[src/rtl/sample_decimator_if.sv]
// Sample strobe/data bundle between the codec side and the decimator,
// plus the decimated strobe/sample pair headed for the display.
interface sample_decimator_if;
  logic        new_sample_in;
  logic [15:0] sample_in;
  logic [2:0]  log2_factor;
  logic        mode;
  logic        freeze;
  logic        new_sample_out;
  logic [15:0] sample_out;

  modport master (
    output new_sample_in, sample_in, log2_factor, mode, freeze,
    input  new_sample_out, sample_out
  );

  modport slave (
    input  new_sample_in, sample_in, log2_factor, mode, freeze,
    output new_sample_out, sample_out
  );
endinterface

[src/rtl/sample_decimator.sv]
// Power-of-two rate reduction by boxcar average or subsampling, with freeze.
// Factor and mode are latched at group boundaries so a group is never cut short.
module sample_decimator #(
  parameter int unsigned MAX_LOG2 = 7
) (
  input logic             clk,
  input logic             reset,
  sample_decimator_if.slave bus
);
  localparam int unsigned AW = 16 + MAX_LOG2;
  localparam int unsigned CW = 7;

  logic [CW-1:0]        cnt;
  logic signed [AW-1:0] acc;
  logic [2:0]           lf;
  logic                 lm;
  logic                 new_sample_out_q;
  logic [15:0]          sample_out_q;

  logic                 accept_c;
  logic                 group_end_c;
  logic [2:0]           lf_sat_c;
  logic [CW-1:0]        last_cnt_c;
  logic signed [AW-1:0] sum_c;
  logic signed [AW-1:0] avg_c;

  // Acceptance, group-end detection and the arithmetic-shift average.
  always_comb begin
    accept_c    = bus.new_sample_in & ~bus.freeze;
    lf_sat_c    = (32'(bus.log2_factor) > MAX_LOG2) ? 3'(MAX_LOG2) : bus.log2_factor;
    last_cnt_c  = CW'((8'd1 << lf) - 8'd1);
    group_end_c = accept_c && (cnt == last_cnt_c);
    sum_c       = acc + AW'($signed(bus.sample_in));
    avg_c       = sum_c >>> lf;
  end

  always_ff @(posedge clk) begin
    if (reset) begin
      cnt              <= '0;
      acc              <= '0;
      lf               <= lf_sat_c;
      lm               <= bus.mode;
      new_sample_out_q <= 1'b0;
      sample_out_q     <= 16'h0000;
    end else begin
      new_sample_out_q <= 1'b0;
      if (group_end_c) begin
        sample_out_q     <= lm ? 16'(avg_c) : bus.sample_in;
        new_sample_out_q <= 1'b1;
        acc              <= '0;
        cnt              <= '0;
        lf               <= lf_sat_c;
        lm               <= bus.mode;
      end else if (accept_c) begin
        acc <= sum_c;
        cnt <= cnt + CW'(1);
      end
    end
  end

  assign bus.new_sample_out = new_sample_out_q;
  assign bus.sample_out     = sample_out_q;
endmodule

[src/flat_wrapper.sv]
// flat-port wrapper written by rule: the top's interface ports become plain ports
module sample_decimator_flat 
#(
  parameter int unsigned MAX_LOG2 = 7
)
  (clk, reset, bus_new_sample_in, bus_sample_in, bus_log2_factor, bus_mode, bus_freeze, bus_new_sample_out, bus_sample_out);
  sample_decimator_if bus_i ();
  input logic clk;
  input logic reset;
  input wire logic [$bits(bus_i.new_sample_in)-1:0] bus_new_sample_in;
  input wire logic [$bits(bus_i.sample_in)-1:0] bus_sample_in;
  input wire logic [$bits(bus_i.log2_factor)-1:0] bus_log2_factor;
  input wire logic [$bits(bus_i.mode)-1:0] bus_mode;
  input wire logic [$bits(bus_i.freeze)-1:0] bus_freeze;
  output wire logic [$bits(bus_i.new_sample_out)-1:0] bus_new_sample_out;
  output wire logic [$bits(bus_i.sample_out)-1:0] bus_sample_out;
  assign bus_i.new_sample_in = bus_new_sample_in;
  assign bus_i.sample_in = bus_sample_in;
  assign bus_i.log2_factor = bus_log2_factor;
  assign bus_i.mode = bus_mode;
  assign bus_i.freeze = bus_freeze;
  assign bus_new_sample_out = bus_i.new_sample_out;
  assign bus_sample_out = bus_i.sample_out;
  sample_decimator #(.MAX_LOG2(MAX_LOG2)) u_core (.clk(clk), .reset(reset), .bus(bus_i));
endmodule
[config.mk]
export PLATFORM = sky130hd
export DESIGN_NAME = sample_decimator_flat
export DESIGN_NICKNAME = d
export VERILOG_FILES = /design/src/rtl/sample_decimator_if.sv /design/src/rtl/sample_decimator.sv /design/src/flat_wrapper.sv
export SDC_FILE = /design/constraint.sdc
export NUM_CORES = 1
export LEC_CHECK = 0
export CORE_MARGIN = 2
export CORE_UTILIZATION = 53
export CTS_BUF_LIST = sky130_fd_sc_hd__clkbuf_16
export CTS_CLUSTER_DIAMETER = 80
export CTS_CLUSTER_SIZE = 8
export DETAILED_ROUTE_END_ITERATION = 7
export PLACE_DENSITY = 0.77
export SLEW_MARGIN = 0
export SYNTH_ARGS = -nofsm -noshare
export SYNTH_HDL_FRONTEND = slang
export SYNTH_SLANG_ARGS = --single-unit
export TNS_END_PERCENT = 50
[constraint.sdc]
create_clock -name clk -period 3.4 [get_ports clk]
set_input_delay 0.85 -clock clk [delete_from_list [all_inputs] [get_ports clk]]
set_output_delay 0.85 -clock clk [all_outputs]
set_load 0.01 [all_outputs]
==> results_dict.tcl <==
set metrics [dict create \
    syn_area_per_cell_um2 8.024 \
    place_inst 800 \
    period_needed_ns 3.389 \
    syn_to_final_growth_pct 39.66 \
    fill_cells 603 \
    fin_setup_tns_ns 0 \
    drive_above_1_share_pct 31.65 \
    ff_latch_area_um2 1061 \
    setup_viol 0 \
    vias 5377 \
    clk_latency_ns 0.30 \
    worstPathRequired_ns 3.54 \
    start_util_pct 53.79 \
    synth-seq-cells 51 \
    syn_nets 625 \
    ant_nets 0 \
    crit_chain "clkdlybuf4s50_1, ha_2, buf_4, nand2_1, a211oi_4, nor2_1, xnor2_2, mux4_2, a21oi_1, a31oi_1" \
    grt_pass1_wl_um 24780 \
    arrival_ns 3.53 \
    syn_area_um2 4622 \
    status "finished, final reports clean" \
    critPathKind "input port to register" \
    firstDrtPassIters 5 \
    clkTransAtPathRegs_ns 0.08 \
    num_rows 34 \
    rsz0062_at_grt "true" \
    drv_slew 0 \
    grt.overflow.total 0 \
    final_core_util_pct 75.12 \
    final_nets 759 \
    vdd_drop_max_mv 0.2478 \
    max_slew.worst_pin.slew_ns 0.9825 \
    coreArea_um2 8593 \
    io_pins 41 \
    place_hpwl_um 11190 \
    die_y_um 97.39 \
    syn_inst 576 \
    leakagePower_nw 2.675 \
    critPathCaptureType "register" \
    cp_top_family "compound AO/OA/AOI/OAI gates" \
    slew_headroom_pct 34.50 \
    drt-initial-drc-count 654 \
    tritoncts "done" \
    synth_edf_count 4 \
    clk_path_buf_depth 2 \
    cts_sinks 51 \
    htree_levels 2 \
    final_cell_mix "122 x buf_4, 63 x nand2_1, 50 x a21oi_1" \
    grt_max_degree 25 \
    grt_use_total_pct 32.15 \
    ys_seq_area_share_pct 22.96 \
    hold_buffers 0 \
    crit_slowest_cell "mux4_2" \
    synth_ff_type "dfxtp_1" \
    routed_via_density 6.565 \
    worstHoldPathType "register to register" \
    first_global_vias 4988 \
    fin_worst_skew_ns 0.004950 \
    path_max_fanout 5 \
    stdcell_count 819 \
    power_density_nw_per_um2 353.9 \
    finalHoldViolCount 0 \
    cts_buffers 5 \
    min_period_over_period_pct 99.68 \
    wl_per_cell_um 19.66 \
    worst_path_largest_cell_delay_ns 0.51 \
    multiInputGateArea_um2 3649 \
    yosysWarnings 0 \
    chipWidth_um 97.39 \
    die_area_um2 9484 \
    fmax_mhz 295.1 \
    maxCapViolCount 0 \
    place_congestion 0.9975 \
    final_common_cell "buf_4" \
    crit_buf_inv 2 \
    root_buffer "clkbuf_16" \
    finalWirelength_um 16100 \
    synth_cell_types 74 \
    antenna_found_initial 0 \
    async_flop_share_pct 0 \
    route.detailed.drc 0 \
    insertedDiodeCount 0 \
    port_buffers 40 \
    startpoint_type "input port" \
]
==> synth_stat cells, drive strengths merged, types with 12 or more instances <==
cell | number | share of area (%)
or3 | 18 | 2.4
inv | 16 | 1.3
buf | 21 | 2.7
nor2 | 43 | 3.5
nand3 | 18 | 1.9
nand2 | 66 | 5.4
a21oi | 61 | 7.1
xnor2 | 12 | 2.3
mux4 | 15 | 7.3
o21ai | 28 | 3.1
xor2 | 15 | 3.0
o211ai | 12 | 2.1
dfxtp | 47 | 20
nor3 | 23 | 2.6
clkbuf | 17 | 1.4
ha | 24 | 6.5
==> worst min-delay path, cell delays in order (launching register included) <==
cell	delay [ns]
dfxtp_1	0.32
nand2_1	0.05
a21oi_1	0.05
==> flip-flops by register name (all words and copies together), names as in the netlist <==
name,count
u_core.lf,3
u_core.bus.new_sample_out,1
u_core.lm,1
u_core.acc,23
u_core.cnt,7
u_core.bus.sample_out,16
==> power by group <==
group / switching, mW / internal, mW / leakage [nW]
combinational: 0.518 / 0.499 / 2.17
sequential: 0.0250 / 0.629 / 0.421
clock: 0.261 / 0.352 / 0.0844
==> per-stage QoR <==
step	setup WS, ns	instance area, um^2	power [mW]	hold slack [ns]
2_1_floorplan	0.006895	4632	1.188	0.4400
3_3_place_gp	-0.4606	5832	1.516	0.4473
3_5_place_dp	-0.5817	5832	1.539	0.4573
4_1_cts	0.001599	6192	2.189	0.4676
5_1_grt	-0.06639	6455	2.374	0.5001
6_report	0.01084	6455	2.285	0.4701
==> repair_timing <==
item,in CTS,in global routing
endpoints found under the setup margin,17,21
setup buffers,4,7
pin swaps,10,18
resized for setup,34,35
==> routing by layer <==
metal  global-route usage [%]  share of wire (%)  wire length (um)
met4                    13.78                4.8               773
met2                    53.47                 47              7519
met3                    5.827                9.9              1594
met5                        0                  0                 0
met1                    40.98                 39              6217
==> cell type report <==
class | count | area share, %
multi-input cells | 470 | 56.52
repair buffers | 165 | 21.28
flip-flops and latches | 51 | 16.44
well taps | 108 | 2.093
clock buffers | 5 | 1.938
inverters | 17 | 0.9886
clock inverters | 3 | 0.7366
==> logic make-up (layout without fill, tap and decap cells) <==
group                      count (synthesis)  after routing  synth area share (%)
DFF                                       51             51                 22.96
buffers and inverters                     55            190                 5.441
AOI/OAI and AO/OA                        169            169                 25.07
and+or+nand+nor                          217            217                 22.90
xor gates and xnor gates                  28             28                 5.793
adders and majority gates                 25             25                 6.930
muxes                                     31             31                 10.91
==> final timing paths <==
path	startpoint	endpoint	slack, ns	depth (start not counted)
worst max-delay path	bus_sample_in[5]	u_core.bus.sample_out[2]$_SDFFE_PP0P_	0.01	10
worst min-delay path	u_core.acc[5]$_SDFFE_PP0P_	u_core.acc[5]$_SDFFE_PP0P_	0.47	2
worst max register to register	u_core.lf[2]$_DFFE_PP_	u_core.bus.sample_out[8]$_SDFFE_PP0P_	0.18	11
worst min register to register	u_core.acc[5]$_SDFFE_PP0P_	u_core.acc[5]$_SDFFE_PP0P_	0.47	2
No activity file was read; power rests on OpenSTA's default activity.
